### config.mk
export PLATFORM = sky130hd
export DESIGN_NAME = cache_line_refill
export DESIGN_NICKNAME = d
export VERILOG_FILES = /design/src/rtl/cache_line_refill.sv
export SDC_FILE = /design/constraint.sdc
export NUM_CORES = 1
export LEC_CHECK = 0
export CAP_MARGIN = 20
export CORE_AREA = 2 2 82 123
export DETAILED_ROUTE_END_ITERATION = 16
export DIE_AREA = 0 0 84 125
export DONT_BUFFER_PORTS = 1
export PLACE_DENSITY_LB_ADDON = 0.3
export SLEW_MARGIN = 20
export SYNTH_ARGS = -nofsm -noshare
export SYNTH_HDL_FRONTEND = slang
export SYNTH_SLANG_ARGS = --single-unit
### constraint.sdc
create_clock -name clk -period 6.4 [get_ports clk]
set_input_delay 0.96 -clock clk [delete_from_list [all_inputs] [get_ports clk]]
set_output_delay 0.96 -clock clk [all_outputs]
set_load 0.005 [all_outputs]
### src/rtl/cache_line_refill.sv
// Miss-side line refill engine: latches the victim way on a miss, bursts the line from the back-end,
// writes data then tag memories and reports the fill to the replacement policy. Macro: CACHE_REFILL_FWD_EN.
module cache_line_refill #(
  parameter int unsigned N_WAYS     = 8,
  parameter int unsigned NWAY_W     = $clog2(N_WAYS),
  parameter int unsigned LINE_OFF_W = 7,
  parameter int unsigned WORD_OFF_W = 3,
  parameter int unsigned TAG_W      = 20,
  parameter int unsigned DATA_W     = 32
) (
  input  logic                             clk,
  input  logic                             reset,
  input  logic                             miss_req,
  input  logic [LINE_OFF_W-1:0]            miss_line_addr,
  input  logic [TAG_W-1:0]                 miss_tag,
  input  logic [NWAY_W-1:0]                way_select_bin,
`ifdef CACHE_REFILL_FWD_EN
  input  logic [WORD_OFF_W-1:0]            miss_word_off,
  output logic                             fwd_valid,
  output logic [DATA_W-1:0]                fwd_rdata,
`endif
  output logic                             miss_ack,
  output logic                             busy,
  output logic                             be_req,
  output logic [TAG_W+LINE_OFF_W-1:0]      be_addr,
  input  logic                             be_ack,
  input  logic                             be_rvalid,
  input  logic [DATA_W-1:0]                be_rdata,
  output logic [N_WAYS-1:0]                data_we,
  output logic [LINE_OFF_W+WORD_OFF_W-1:0] data_addr,
  output logic [DATA_W-1:0]                data_wdata,
  output logic [N_WAYS-1:0]                tag_we,
  output logic [LINE_OFF_W-1:0]            tag_addr,
  output logic [TAG_W-1:0]                 tag_wdata,
  output logic                             rp_write_en,
  output logic [N_WAYS-1:0]                rp_way_hit,
  output logic [LINE_OFF_W-1:0]            rp_line_addr
);

  localparam logic [WORD_OFF_W-1:0] CNT_LAST = '1;

  typedef enum logic [1:0] {
    IDLE   = 2'd0,
    REQ    = 2'd1,
    FILL   = 2'd2,
    COMMIT = 2'd3
  } state_t;

  state_t                  state, state_nxt;
  logic [WORD_OFF_W-1:0]   cnt, cnt_nxt;
  logic [NWAY_W-1:0]       way_q, way_nxt;
  logic [LINE_OFF_W-1:0]   line_q, line_nxt;
  logic [TAG_W-1:0]        tag_q, tag_nxt;
  logic [WORD_OFF_W-1:0]   word_q, word_nxt;
  logic [N_WAYS-1:0]       way_onehot;

  logic                    miss_ack_nxt;
  logic                    busy_nxt;
  logic                    be_req_nxt;
  logic [N_WAYS-1:0]       data_we_nxt;
  logic [DATA_W-1:0]       data_wdata_nxt;
  logic [N_WAYS-1:0]       tag_we_nxt;
  logic                    rp_write_en_nxt;
  logic [N_WAYS-1:0]       rp_way_hit_nxt;

`ifdef CACHE_REFILL_FWD_EN
  logic [WORD_OFF_W-1:0]   woff_q, woff_nxt;
  logic                    fwd_valid_nxt;
  logic [DATA_W-1:0]       fwd_rdata_nxt;
`endif

  assign way_onehot = N_WAYS'(1) << way_q;

  // Address outputs always reflect the latched miss.
  assign be_addr      = {tag_q, line_q};
  assign data_addr    = {line_q, word_q};
  assign tag_addr     = line_q;
  assign tag_wdata    = tag_q;
  assign rp_line_addr = line_q;

  // Next-state and next-output logic.
  always_comb begin
    state_nxt       = state;
    cnt_nxt         = cnt;
    way_nxt         = way_q;
    line_nxt        = line_q;
    tag_nxt         = tag_q;
    word_nxt        = word_q;
    data_we_nxt     = '0;
    data_wdata_nxt  = data_wdata;
    tag_we_nxt      = '0;
    rp_write_en_nxt = 1'b0;
    rp_way_hit_nxt  = '0;
    miss_ack_nxt    = 1'b0;
    be_req_nxt      = 1'b0;
    busy_nxt        = 1'b0;
`ifdef CACHE_REFILL_FWD_EN
    woff_nxt        = woff_q;
    fwd_valid_nxt   = 1'b0;
    fwd_rdata_nxt   = fwd_rdata;
`endif

    unique case (state)
      IDLE: begin
        if (miss_req) begin
          way_nxt   = way_select_bin;
          line_nxt  = miss_line_addr;
          tag_nxt   = miss_tag;
`ifdef CACHE_REFILL_FWD_EN
          woff_nxt  = miss_word_off;
`endif
          state_nxt = REQ;
        end
      end
      REQ: begin
        if (be_ack) begin
          state_nxt = FILL;
          cnt_nxt   = '0;
        end
      end
      FILL: begin
        if (be_rvalid) begin
          data_we_nxt    = way_onehot;
          word_nxt       = cnt;
          data_wdata_nxt = be_rdata;
          cnt_nxt        = cnt + WORD_OFF_W'(1);
`ifdef CACHE_REFILL_FWD_EN
          if (cnt == woff_q) begin
            fwd_valid_nxt = 1'b1;
            fwd_rdata_nxt = be_rdata;
          end
`endif
          if (cnt == CNT_LAST) begin
            state_nxt = COMMIT;
          end
        end
      end
      COMMIT: begin
        state_nxt = IDLE;
        cnt_nxt   = '0;
      end
    endcase

    // Outputs are registered, so they are derived from the state being entered.
    be_req_nxt = (state_nxt == REQ);
    busy_nxt   = (state_nxt != IDLE);
    if (state_nxt == COMMIT) begin
      tag_we_nxt      = way_onehot;
      rp_write_en_nxt = 1'b1;
      rp_way_hit_nxt  = way_onehot;
      miss_ack_nxt    = 1'b1;
    end
  end

  // State, latched miss and registered outputs.
  always_ff @(posedge clk or posedge reset) begin
    if (reset) begin
      state       <= IDLE;
      cnt         <= '0;
      way_q       <= '0;
      line_q      <= '0;
      tag_q       <= '0;
      word_q      <= '0;
      miss_ack    <= 1'b0;
      busy        <= 1'b0;
      be_req      <= 1'b0;
      data_we     <= '0;
      data_wdata  <= '0;
      tag_we      <= '0;
      rp_write_en <= 1'b0;
      rp_way_hit  <= '0;
`ifdef CACHE_REFILL_FWD_EN
      woff_q      <= '0;
      fwd_valid   <= 1'b0;
      fwd_rdata   <= '0;
`endif
    end else begin
      state       <= state_nxt;
      cnt         <= cnt_nxt;
      way_q       <= way_nxt;
      line_q      <= line_nxt;
      tag_q       <= tag_nxt;
      word_q      <= word_nxt;
      miss_ack    <= miss_ack_nxt;
      busy        <= busy_nxt;
      be_req      <= be_req_nxt;
      data_we     <= data_we_nxt;
      data_wdata  <= data_wdata_nxt;
      tag_we      <= tag_we_nxt;
      rp_write_en <= rp_write_en_nxt;
      rp_way_hit  <= rp_way_hit_nxt;
`ifdef CACHE_REFILL_FWD_EN
      woff_q      <= woff_nxt;
      fwd_valid   <= fwd_valid_nxt;
      fwd_rdata   <= fwd_rdata_nxt;
`endif
    end
  end

endmodule

==> results of run 1 <==
-- worst paths after layout --
check,start,depth (start not counted),to
max,state[1]$_DFF_PP0_,2,data_wdata[26]$_DFFE_PP0P_
min,data_wdata[1]$_DFFE_PP0P_,1,data_wdata[1]$_DFFE_PP0P_
max reg2reg,state[1]$_DFF_PP0_,2,data_wdata[26]$_DFFE_PP0P_
min reg2reg,data_wdata[1]$_DFFE_PP0P_,1,data_wdata[1]$_DFFE_PP0P_
max in group asynchronous,reset,2,tag_wdata[13]$_DFFE_PP0P_
min in group asynchronous,reset,2,data_wdata[5]$_DFFE_PP0P_
-- cell type report --
cell class / instances / area (um2)
repair buffers: 2 / 18.8
well taps: 115 / 144
flip-flops and latches: 89 / 2230
clock inverters: 2 / 15.0
clock buffers: 12 / 256
inverters: 5 / 20.0
multi-input cells: 108 / 1030
fillers: 883 / 5810
-- logic make-up (layout without fill, tap and decap cells) --
kind of cell,after synthesis,in the layout,share of synthesized area
simple gates,34,34,0.0598
compound gates,6,6,0.0108
flops,89,89,0.601
buf+inv,66,21,0.121
fa+ha+maj,2,2,0.00675
mux,66,66,0.200
-- cell usage in the layout (no fill, tap or decap), types with 2 or more instances in the layout --
cell type / count
clkbuf_8: 2
nor4_1: 3
dfrtp_1: 89
nand4b_1: 4
nor3_1: 11
or3b_2: 3
nand2b_1: 2
ha_1: 2
mux2_1: 34
nand2_1: 3
clkinvlp_4: 2
inv_1: 4
o211ai_1: 3
mux2_2: 31
clkbuf_16: 9
nor2_1: 5
-- worst max-delay path, delay by kind of cell, from the launching register on --
| kind | cells | cell delay (ns) |
|---|---|---|
| and+or+nand+nor | 1 | 0.54 |
| DFF | 1 | 0.63 |
| muxes | 1 | 0.51 |
-- stage by stage --
stage                     hold slack [ns]  utilization  cells  area, um2
after global placement              0.508        0.361    319       3440
after CTS                           0.523        0.390    333       3710
after global routing                0.537        0.390    333       3720
after floorplan                     0.489            -    263       3700
after detailed placement            0.509        0.361    319       3440
final                               0.516        0.390    333       3720
-- layer usage --
metal | global-route usage | vias up | wire (um)
met3 | 0.0469 | 7 | 440
li1 | - | 744 | -
met1 | 0.127 | 897 | 2360
met5 | 0 | - | 0
met4 | 0.0569 | 0 | 109
met2 | 0.214 | 82 | 3480
-- sequential cells by signal, indices dropped and copies added, names as in the netlist --
name          cells
way_q             3
rp_line_addr      7
tag_wdata        20
data_we           8
rp_write_en       1
word_q            3
cnt               3
state             2
rp_way_hit        8
busy              1
data_wdata       32
be_req            1
-- power by group --
group	internal [mW]	total [mW]	switching (mW)
clock network	0.280	0.477	0.197
logic	0.210	0.347	0.137
registers	0.795	1.07	0.274
total	1.28	1.89	0.608
==> impl_metrics.tcl, run 1 <==
set metrics [dict create \
    status "finished, final reports clean" \
    place.gp.congestion 0.718 \
    syn_area_per_cell_um2 14.1 \
    postCtsResizedCells 0 \
    crit_arrival_ns 2.03 \
    port_buffers 0 \
    finalPower_mw 1.89 \
    slowest_stage "dfrtp_1" \
    grt_max_degree 90 \
    io-pin-count 198 \
    die_w_um 84 \
    cp_slowest_stage_delay_ns 0.63 \
    drv_cap 0 \
    synth_ff_type "dfrtp_1" \
    dieArea_um2 10500 \
    final-hold-violation-count 0 \
    syn_nets 332 \
    synth_common_cells "dfrtp_1 (89), buf_4 (51), mux2_1 (34), mux2_2 (31), nor3_1 (11)" \
    finalWorstSetupSlack_ns 4.58 \
    final_layout_size_suffix_gt1_frac 0.239 \
    htree_levels 3 \
    synthCells 263 \
    synthArstFlopShare 1.00 \
    clkTransAtPathRegs_ns 0.06 \
    ys_ff_latch 89 \
    yosys_warnings 0 \
    clock_latency_ns 0.33 \
    synth_top_area_share 0.601 \
    path_max_fanout 43 \
    synth_area_um2 3700 \
    hp-class "flop to flop" \
    cts_buffer_depth 2 \
    fin_skew_ns 0.00344 \
    setup_viol 0 \
    nets 284 \
    post-place-ws_ns 4.30 \
    period_share 0.284 \
    core_area_um2 9520 \
    yosysSeqAreaShare 0.601 \
    yosysMostFrequentCell "dfrtp_1" \
    row_count 44 \
    powerDensity_nw_per_um2 509 \
    grt_first_pass_wirelength_um 9900 \
    tightest_slew_ns 0.798 \
    route.vias.total 1730 \
    synth.distinct_cells 23 \
    route.detailed.drc 0 \
    antenna_found_initial 0 \
    grt_pass1_vias 1820 \
    grt_usage 0.122 \
    synth_area_leaders "dfrtp_1 (60%), buf_4 (10%), mux2_1 (10%)" \
    numCtsBuffers 9 \
    cts_tree "done" \
    ff2ff_setup_slack_ns 4.58 \
    viasPerCell 5.20 \
    setup.worst_path.class "flop to flop" \
    fmax_ghz 0.550 \
    die_y_um 125 \
    start_kind "flop" \
    required_ns 6.61 \
    syn_to_final_growth_pct 0.304 \
    synth_top_area_cell "dfrtp_1" \
    slew_headroom 0.468 \
    overflow 0 \
    synth_edf_count 0 \
    drtIter0Drc 67 \
    drt-wirelength-per-cell_um 19.2 \
    drt_pass1_iterations 5 \
    start_util 0.389 \
    drt.antenna.violating_nets 0 \
    fin_crit_ns 1.82 \
    hpwl_um 4400 \
    insertedDiodeCount 0 \
    cts_root_buf "clkbuf_16" \
    total_leakage_power_nw 1.62 \
    worstSetupEndpointType "flop" \
    path_cells "nand3b_4 > mux2_1" \
    rsz0062_at_grt "no" \
    peakVddDrop_mv 0.182 \
    cts.sinks 89 \
    drv_slew 0 \
    postCtsSetupBuffers 0 \
    tns_ns 0 \
    routed_wl_um 6390 \
    ctsHoldBuffers 0 \
]
Note: power is estimated with default switching activity, not from simulation.
==> run 2: changes to the inputs <==
clock period = 1.5 ns   (was 6.4 ns; I/O delays follow)
==> impl_metrics.tcl, run 2 (same netlist as run 1, synthesis figures left out) <==
set metrics [dict create \
    cts_root_buf "clkbuf_16" \
    drt-wirelength-per-cell_um 18.9 \
    route.detailed.drc 0 \
    die_y_um 125 \
    row_count 44 \
    finalWorstSetupSlack_ns 0.0908 \
    fillers 892 \
    post-place-ws_ns 0.0895 \
    clock_latency_ns 0.33 \
    peakVddDrop_mv 0.870 \
    viasPerCell 5.18 \
    total_leakage_power_nw 1.69 \
    drtIter0Drc 76 \
    antenna_found_initial 0 \
    overflow 0 \
    insertedDiodeCount 0 \
    numCtsBuffers 9 \
    fin_crit_ns 1.41 \
    period_share 0.939 \
    slew_headroom 0.758 \
    rsz0062_at_grt "no" \
    postCtsResizedCells 0 \
    grt_usage 0.126 \
    grt_first_pass_wirelength_um 10400 \
    hpwl_um 4680 \
    drt_pass1_iterations 4 \
    start_util 0.389 \
    drv_cap 0 \
    syn_to_final_growth_pct 4.05 \
    die_w_um 84 \
    final_cell_area_um2 3850 \
    path_cells "nor3b_4 > buf_12 > mux2_2" \
    status "finished, final reports clean" \
    core_area_um2 9520 \
    dp_cells 326 \
    grt_pass1_vias 1913 \
    path_max_fanout 30 \
    grt_max_degree 51 \
    port_buffers 0 \
    holdWs_ns 0.0163 \
    cp_slowest_stage_delay_ns 0.47 \
    hp-class "input pin to flop" \
    final_cells 344 \
    clkTransAtPathRegs_ns 0.07 \
    largest_reg_flops 32 \
    crit_arrival_ns 1.62 \
    place.gp.congestion 0.705 \
    drv_slew 0 \
    drt.antenna.violating_nets 0 \
    htree_levels 3 \
    final_layout_size_suffix_gt1_frac 0.271 \
    required_ns 1.71 \
    route.vias.total 1783 \
    start_kind "flop" \
    postCtsSetupBuffers 0 \
    tns_ns 0 \
    io-pin-count 198 \
    cts_tree "done" \
    cts_buffer_depth 2 \
    final_common_cell "dfrtp_1" \
    worstSetupEndpointType "flop" \
    final_cell_mix "dfrtp_1 (89), mux2_1 (34), mux2_2 (31)" \
    setup.worst_path.class "flop to flop" \
    tightest_slew_ns 0.363 \
    routed_wl_um 6500 \
    powerDensity_nw_per_um2 2180 \
    crit_family "flip-flops" \
    top_register "data_wdata" \
    final-hold-violation-count 0 \
    fmax_ghz 0.710 \
    slowest_stage "dfrtp_1" \
    fin_skew_ns 0.00565 \
    cts.sinks 89 \
    dieArea_um2 10500 \
    nets 293 \
    crit_buf_inv 1 \
    dpl_cell_area_um2 3530 \
    setup_viol 0 \
]
run 2: cell types whose count changed in the layout (fill, tap and decap cells not counted), sizes merged:
cell         delta
dlygate4sd3     +2
clkinvlp        +1
clkinv          +1
clkbuf          -3
inv             +2
bufinv          +1
buf             +7
run 2: worst paths after layout:
check | from | endpoint | slack, ns | cells past startpoint
max | state[0]$_DFF_PP0_ | tag_wdata[14]$_DFFE_PP0P_ | 0.09 | 3
min | be_rdata[26] | data_wdata[26]$_DFFE_PP0P_ | 0.02 | 1
max reg2reg | state[0]$_DFF_PP0_ | tag_wdata[14]$_DFFE_PP0P_ | 0.09 | 3
min reg2reg | data_wdata[17]$_DFFE_PP0P_ | data_wdata[17]$_DFFE_PP0P_ | 0.51 | 1
max in group asynchronous | reset | rp_line_addr[6]$_DFFE_PP0P_ | 0.53 | 3
min in group asynchronous | reset | data_wdata[12]$_DFFE_PP0P_ | 0.33 | 2
run 2: what timing repair did:
| item | 4_1_cts | 5_1_grt |
|---|---|---|
| endpoints found under the setup margin | 0 | 0 |
| hold buffers | 1 | 1 |
| hold endpoints to repair | 10 | 1 |
run 2: final cells by class:
type / instances / area (um2) / area share
Clock buffer: 9 / 225 / 0.0584
Timing Repair Buffer: 11 / 125 / 0.0325
Sequential cell: 89 / 2230 / 0.578
Multi-Input combinational cell: 108 / 1030 / 0.268
Clock inverter: 7 / 76.3 / 0.0198
Tap cell: 115 / 144 / 0.0373
Inverter: 5 / 22.5 / 0.00584
run 2: worst reg2reg max path, stage by stage (launching register included):
cell     delay [ns]
dfrtp_1        0.47
nor3b_4        0.24
buf_12         0.22
mux2_2         0.36
run 2: layer usage:
layer | GRT usage | vias to the layer above | share of wire
met5 | 0 | - | 0
met4 | 0.0512 | 0 | 0.018
met3 | 0.0581 | 7 | 0.080
met2 | 0.218 | 82 | 0.54
met1 | 0.133 | 922 | 0.36
li1 | - | 772 | -
run 2: per-stage QoR:
step / utilization / total power [mW]
2_1_floorplan: - / 6.41
3_3_place_gp: 0.371 / 6.22
3_5_place_dp: 0.371 / 6.30
4_1_cts: 0.404 / 8.57
5_1_grt: 0.405 / 8.95
6_report: 0.405 / 8.42
run 2: power by group:
part / leakage (nW) / switching [mW] / total [mW] / internal [mW]
combinational: 0.449 / 0.673 / 1.69 / 1.01
clock: 0.142 / 0.929 / 2.23 / 1.30
sequential: 1.10 / 1.11 / 4.50 / 3.39
